===== src/rtl/config_chain_loader_pkg.sv =====
// config_chain_loader_pkg: shared FSM encodings and sizing helpers for configuration chain tools
package config_chain_loader_pkg;
   localparam logic [1:0] ST_IDLE  = 2'd0;
   localparam logic [1:0] ST_SHIFT = 2'd1;
   localparam logic [1:0] ST_FLUSH = 2'd2;
   localparam logic [1:0] ST_DONE  = 2'd3;
   function automatic int ceil_div(input int a, input int b);
      return (a + b - 1) / b;
   endfunction
   function automatic int cnt_w(input int max_val);
      return (max_val < 1) ? 1 : $clog2(max_val + 1);
   endfunction
endpackage


===== src/rtl/config_chain_loader_rb_collector.sv =====
// config_chain_loader_rb_collector: deserialises chain readback bits into MSB-first words behind a valid/ready hold register
module config_chain_loader_rb_collector
   import config_chain_loader_pkg::*;
#(
   parameter int WORD_W = 32
) (
   input  logic              config_clk,
   input  logic              rst,
   input  logic              bit_en,
   input  logic              bit_in,
   input  logic              flush,
   output logic [WORD_W-1:0] rb_data,
   output logic              rb_valid,
   input  logic              rb_ready,
   output logic              stall,
   output logic              empty
);
   localparam int CW = cnt_w(WORD_W);
   logic [WORD_W-1:0] acc;
   logic [CW-1:0]     acc_cnt;
   logic              full, hold_free, mv;
   assign full      = acc_cnt == CW'(WORD_W);
   assign hold_free = !rb_valid || rb_ready;
   assign mv        = (full || (flush && acc_cnt != '0)) && hold_free;
   assign stall     = full && !hold_free;
   assign empty     = acc_cnt == '0;
   // collect bits, hand complete (or left-aligned final partial) words to the hold register
   always_ff @(posedge config_clk) begin
      if (rst) begin
         acc      <= '0;
         acc_cnt  <= '0;
         rb_data  <= '0;
         rb_valid <= 1'b0;
      end else begin
         if (mv) begin
            rb_data  <= acc << (CW'(WORD_W) - acc_cnt);
            rb_valid <= 1'b1;
         end else if (rb_ready) begin
            rb_valid <= 1'b0;
         end
         if (mv) begin
            acc     <= {{(WORD_W-1){1'b0}}, bit_in & bit_en};
            acc_cnt <= {{(CW-1){1'b0}}, bit_en};
         end else if (bit_en) begin
            acc     <= {acc[WORD_W-2:0], bit_in};
            acc_cnt <= acc_cnt + 1'b1;
         end
      end
   end
endmodule


===== src/rtl/config_chain_loader.sv =====
// config_chain_loader: streams configuration words MSB-first into a serial chain and returns the displaced contents
module config_chain_loader
   import config_chain_loader_pkg::*;
#(
   parameter int CHAIN_LEN = 256,
   parameter int WORD_W    = 32
) (
   input  logic              config_clk,
   input  logic              rst,
   input  logic              start,
   input  logic [WORD_W-1:0] s_data,
   input  logic              s_valid,
   output logic              s_ready,
   output logic              config_in,
   output logic              config_en,
   input  logic              config_out,
   output logic [WORD_W-1:0] rb_data,
   output logic              rb_valid,
   input  logic              rb_ready,
   output logic              busy,
   output logic              done
);
   localparam int NWORDS = ceil_div(CHAIN_LEN, WORD_W);
   localparam int BCW    = cnt_w(CHAIN_LEN);
   localparam int WCW    = cnt_w(NWORDS);
   localparam int SCW    = cnt_w(WORD_W);
   logic [1:0]        state;
   logic [WORD_W-1:0] sh_reg, buf_reg;
   logic [SCW-1:0]    sh_cnt;
   logic              buf_full;
   logic [BCW-1:0]    bit_cnt;
   logic [WCW-1:0]    words_acc;
   logic              shifting, stall, col_empty, hs, sh_free, last_bit, start_ok;
   assign shifting  = state == ST_SHIFT;
   assign config_en = shifting && sh_cnt != '0 && !stall && !rst;
   assign config_in = config_en & sh_reg[WORD_W-1];
   assign s_ready   = shifting && !buf_full && words_acc < WCW'(NWORDS);
   assign hs        = s_valid && s_ready;
   assign sh_free   = sh_cnt == '0 || (config_en && sh_cnt == SCW'(1));
   assign last_bit  = config_en && bit_cnt == BCW'(CHAIN_LEN - 1);
   assign start_ok  = start && (state == ST_IDLE || state == ST_DONE);
   assign busy      = shifting || state == ST_FLUSH;
   assign done      = state == ST_DONE;
   // load sequencing and the bit/word progress counters
   always_ff @(posedge config_clk) begin
      if (rst) begin
         state     <= ST_IDLE;
         bit_cnt   <= '0;
         words_acc <= '0;
      end else if (start_ok) begin
         state     <= ST_SHIFT;
         bit_cnt   <= '0;
         words_acc <= '0;
      end else begin
         if (last_bit) state <= ST_FLUSH;
         else if (state == ST_FLUSH && col_empty && rb_valid && rb_ready) state <= ST_DONE;
         if (config_en) bit_cnt <= bit_cnt + 1'b1;
         if (hs) words_acc <= words_acc + 1'b1;
      end
   end
   // output shift register fed directly or from the one-word prefetch buffer; leftover bits are dropped at the end
   always_ff @(posedge config_clk) begin
      if (rst || start_ok || last_bit) begin
         sh_cnt   <= '0;
         buf_full <= 1'b0;
      end else begin
         if (config_en) begin
            sh_reg <= {sh_reg[WORD_W-2:0], 1'b0};
            sh_cnt <= sh_cnt - 1'b1;
         end
         if (sh_free && buf_full) begin
            sh_reg   <= buf_reg;
            sh_cnt   <= SCW'(WORD_W);
            buf_full <= 1'b0;
         end else if (sh_free && hs) begin
            sh_reg <= s_data;
            sh_cnt <= SCW'(WORD_W);
         end else if (hs) begin
            buf_full <= 1'b1;
         end
         if (hs) buf_reg <= s_data;
      end
   end
   config_chain_loader_rb_collector #(.WORD_W(WORD_W)) u_rb (
      .config_clk (config_clk),
      .rst        (rst),
      .bit_en     (config_en),
      .bit_in     (config_out),
      .flush      (state == ST_FLUSH),
      .rb_data    (rb_data),
      .rb_valid   (rb_valid),
      .rb_ready   (rb_ready),
      .stall      (stall),
      .empty      (col_empty)
   );
endmodule


===== config.mk =====
export PLATFORM = sky130hd
export DESIGN_NAME = config_chain_loader
export DESIGN_NICKNAME = d
export VERILOG_FILES = /design/src/rtl/config_chain_loader_pkg.sv /design/src/rtl/config_chain_loader_rb_collector.sv /design/src/rtl/config_chain_loader.sv
export SDC_FILE = /design/constraint.sdc
export NUM_CORES = 1
export LEC_CHECK = 0
export CAP_MARGIN = 10
export CORE_ASPECT_RATIO = 1.25
export CORE_MARGIN = 3
export CORE_UTILIZATION = 40
export CTS_BUF_LIST = sky130_fd_sc_hd__clkbuf_16
export CTS_CLUSTER_SIZE = 30
export DETAILED_ROUTE_END_ITERATION = 6
export GPL_ROUTABILITY_DRIVEN = 0
export SYNTH_ARGS = -nofsm -noshare
export SYNTH_HDL_FRONTEND = slang
export SYNTH_SLANG_ARGS = --single-unit

===== constraint.sdc =====
create_clock -name config_clk -period 3.85 [get_ports config_clk]
set_clock_uncertainty 0.05 [all_clocks]
set_input_delay 0.385 -clock config_clk [delete_from_list [all_inputs] [get_ports config_clk]]
set_output_delay 0.385 -clock config_clk [all_outputs]
set_load 0.02 [all_outputs]

==> results.yml <==
hold_path:
  worstHoldPathCells: 2
  hold_end: "u_rb.rb_data[15]$_SDFFE_PP0P_"
  min-delay-start: "u_rb.rb_data[15]$_SDFFE_PP0P_"
  hp-class: "reg2reg"
layout:
  fin_cells: 1109
  diodes: 0
  fillCellCount: 1722
  final_common_cell: "nand2_1"
  mostFrequentLayoutCells: "nand2_1 (132), dfxtp_1 (92), clkdlybuf4s50_1 (75), a21oi_1 (70), edfxtp_1 (64)"
  area_growth_pct: 20.5
  fin_area_um2: 9400
  final_nets: 883
  drive_above_1_share_pct: 12.0
critical_path:
  worstPathArrival_ps: 3000
  r2r_end: "buf_reg[7]$_DFFE_PP_"
  crit_fanout: 45
  rr_worst_depth: 9
  required_ps: 3410
  cp-start-kind: "register"
  end_kind: "primary output"
  r2r_setup_slack_ps: 710
  path_class: "reg2out"
  r2r_start: "u_rb.acc_cnt[1]$_SDFFE_PP0P_"
route:
  drc: 0
  post_drt_wl_per_cell_um: 17.5
  routed_wl_mm: 19.4
  via_per_inst: 5.58
  first_pass_iters: 5
  ant_nets: 0
  vias: 6193
  first_iter_violations: 279
place:
  place_inst: 1076
  port_buffers: 75
  placed_area_um2: 8760
  pre_cts_slack_ps: 725
  dpl.hpwl_mm: 13.6
timing:
  report.final.slew_viol_count: 0
  grt_setup_unrepaired: "false"
  tightest_slew_ps: 1150
  finalHoldViolCount: 0
  finalWorstPathRequiredPeriod_ps: 3430
  timing.final.ws_setup_ps: 418
  timing.slew.headroom_pct: 23.5
  max_freq_ghz: 0.291
  fin_crit_sh_pct: 89.1
  setup_viol: 0
  tns_ps: 0
logic_synthesis:
  yosysTopAreaCellShare_pct: 24.6
  yosysTopAreaCell: "edfxtp_1"
  synth_edf_count: 64
  netlist_area_um2: 7810
  synth_seq_cells: 157
  ys_async_sr_fraction_pct: 0
  ys.flop_type: "dfxtp_1"
  syn_inst: 783
  synth_area_leaders: "edfxtp_1 (25%), dfxtp_1 (24%), mux4_2 (7.2%)"
  ys_warn_count: 0
  synth.avg_cell_area_um2: 9.97
  syn-num-nets: 831
  synth_cell_types: 62
  yosysSeqAreaShare_pct: 48.5
power_and_ir_drop:
  internal_power_w: 0.00293
  cellPowerDensity_nw_per_um2: 401
  clkPwrFrac_pct: 47.8
  p_switching_w: 0.000837
  vdd.ir_drop.worst_v: 0.000307
  p_leak_nw: 3.02
  seqPwrFrac_pct: 46.6
  p_comb_share_pct: 5.6
  p_sw_share_pct: 22.2
global_route:
  grt_max_degree: 48
  antenna_found_initial: 0
  grt_overflow: 0
  use_met3_pct: 3.75
  grt_use_met2_pct: 31.1
  grt_pass1_vias: 6125
  grt_usage_pct: 18.5
  grt-busiest-layer: "met2"
  grt_pass1_wl_mm: 31.5
  gr-usage-met1_pct: 23.5
die:
  floorplan.initialDensity_pct: 41.1
  die_w_um: 131
  die_h_um: 162
  rows: 56
  design.core.area_um2: 19000
  io_pins: 76
  dieArea_um2: 21200
clocking:
  holdBufCountCts: 0
  cts_tree: "done"
  cts_buffers: 17
  h-tree-depth: 4
  cts.path.max_buffers: 2
  cts-root-buf: "clkbuf_16"
  insertion_delay_ps: 430
  post_cts_resized: 0
  cts_setup_buffers: 0
  clkTransAtPathRegs_ps: 60
  cts_num_sinks: 157
job:
  maxCapViolations: 0
run_status:
  status: "finished clean"
power by group through the flow:
stage / Combinational, W / Clock [W] / Sequential [W]
after floorplan: 0.000125 / 0 / 0.00179
after global placement: 0.000207 / 0 / 0.00179
after detailed placement: 0.000212 / 0 / 0.00179
after CTS: 0.000214 / 0.00184 / 0.00176
after global routing: 0.000233 / 0.00191 / 0.00176
final: 0.000212 / 0.00180 / 0.00176
Yosys cell counts, types with 2 or more instances:
library cell	number
nand2_1	132
dfxtp_1	93
a21oi_1	70
nor2_1	66
edfxtp_1	64
clkbuf_1	38
o22ai_1	33
mux4_2	25
mux2i_1	21
nand3_1	19
o211ai_1	16
o21ai_0	16
xnor2_1	15
mux2_2	14
inv_1	13
buf_2	12
nor3_1	12
a31oi_1	10
ha_1	10
a32o_1	7
o2111ai_1	7
xor2_1	7
a211oi_1	6
nand2b_1	6
nor4_1	6
and3_1	5
and2_1	4
nand4_1	4
o311ai_0	4
a221oi_2	3
a22oi_1	3
buf_4	3
buf_6	3
a21o_1	2
a32oi_1	2
nor2b_1	2
nor3b_1	2
o21bai_1	2
o31ai_1	2
or3_1	2
metal layers:
metal | routed length, um | part of all wire, % | vias up
li1 | - | - | 2993
met5 | 0 | 0 | -
met1 | 8380 | 43 | 3029
met4 | 361 | 1.9 | 0
met3 | 776 | 4.0 | 28
met2 | 9870 | 51 | 143
per-stage QoR:
step                      hold slack [ps]  total power [W]  utilization [%]
final                                 411          0.00377             49.5
after CTS                             418          0.00381             49.5
after floorplan                       383          0.00192                -
after detailed placement              405          0.00201             46.1
after global routing                  433          0.00390             49.5
after global placement                396          0.00200             46.1
cells by family (layout without fill, tap and decap cells):
logic type               Yosys count  count (layout)  synth area share (%)
AO/OA/AOI/OAI                    192             192                  15.9
multiplexers                      60              60                  11.9
XOR/XNOR                          22              22                  2.47
flip-flops                       157             157                  48.5
buffers and inverters             71             136                  4.10
AND/OR/NAND/NOR                  271             271                  15.5
adder cells (fa/ha/maj)           10              10                  1.60
area by class of cell:
cell class	instances	area, um^2	share of cell area, %
Clock buffer	17	425	4.52
Clock inverter	15	209	2.22
Inverter	14	57.6	0.612
Multi-Input combinational cell	555	3740	39.7
Sequential cell	157	3780	40.2
Tap cell	261	327	3.47
Timing Repair Buffer	90	863	9.18
worst max-delay path by stage:
stage / from / endpoint / cells past startpoint
6_report: u_rb.acc_cnt[1]$_SDFFE_PP0P_ / config_en / 7
3_3_place_gp: u_rb.acc_cnt[1]$_SDFFE_PP0P_ / buf_reg[9]$_DFFE_PP_ / 9
5_1_grt: u_rb.acc_cnt[1]$_SDFFE_PP0P_ / config_en / 7
3_5_place_dp: u_rb.acc_cnt[1]$_SDFFE_PP0P_ / buf_reg[8]$_DFFE_PP_ / 9
2_1_floorplan: u_rb.acc_cnt[0]$_SDFFE_PP0P_ / buf_reg[0]$_DFFE_PP_ / 13
4_1_cts: u_rb.acc_cnt[1]$_SDFFE_PP0P_ / config_en / 7
critical path, stage by stage (launching register included):
cell,delay [ps]
dfxtp_1,360
inv_1,80
ha_1,280
or4b_4,540
o21a_1,280
nand2_8,230
inv_6,180
clkdlybuf4s50_1,590
(Power assumes the default switching activity.)
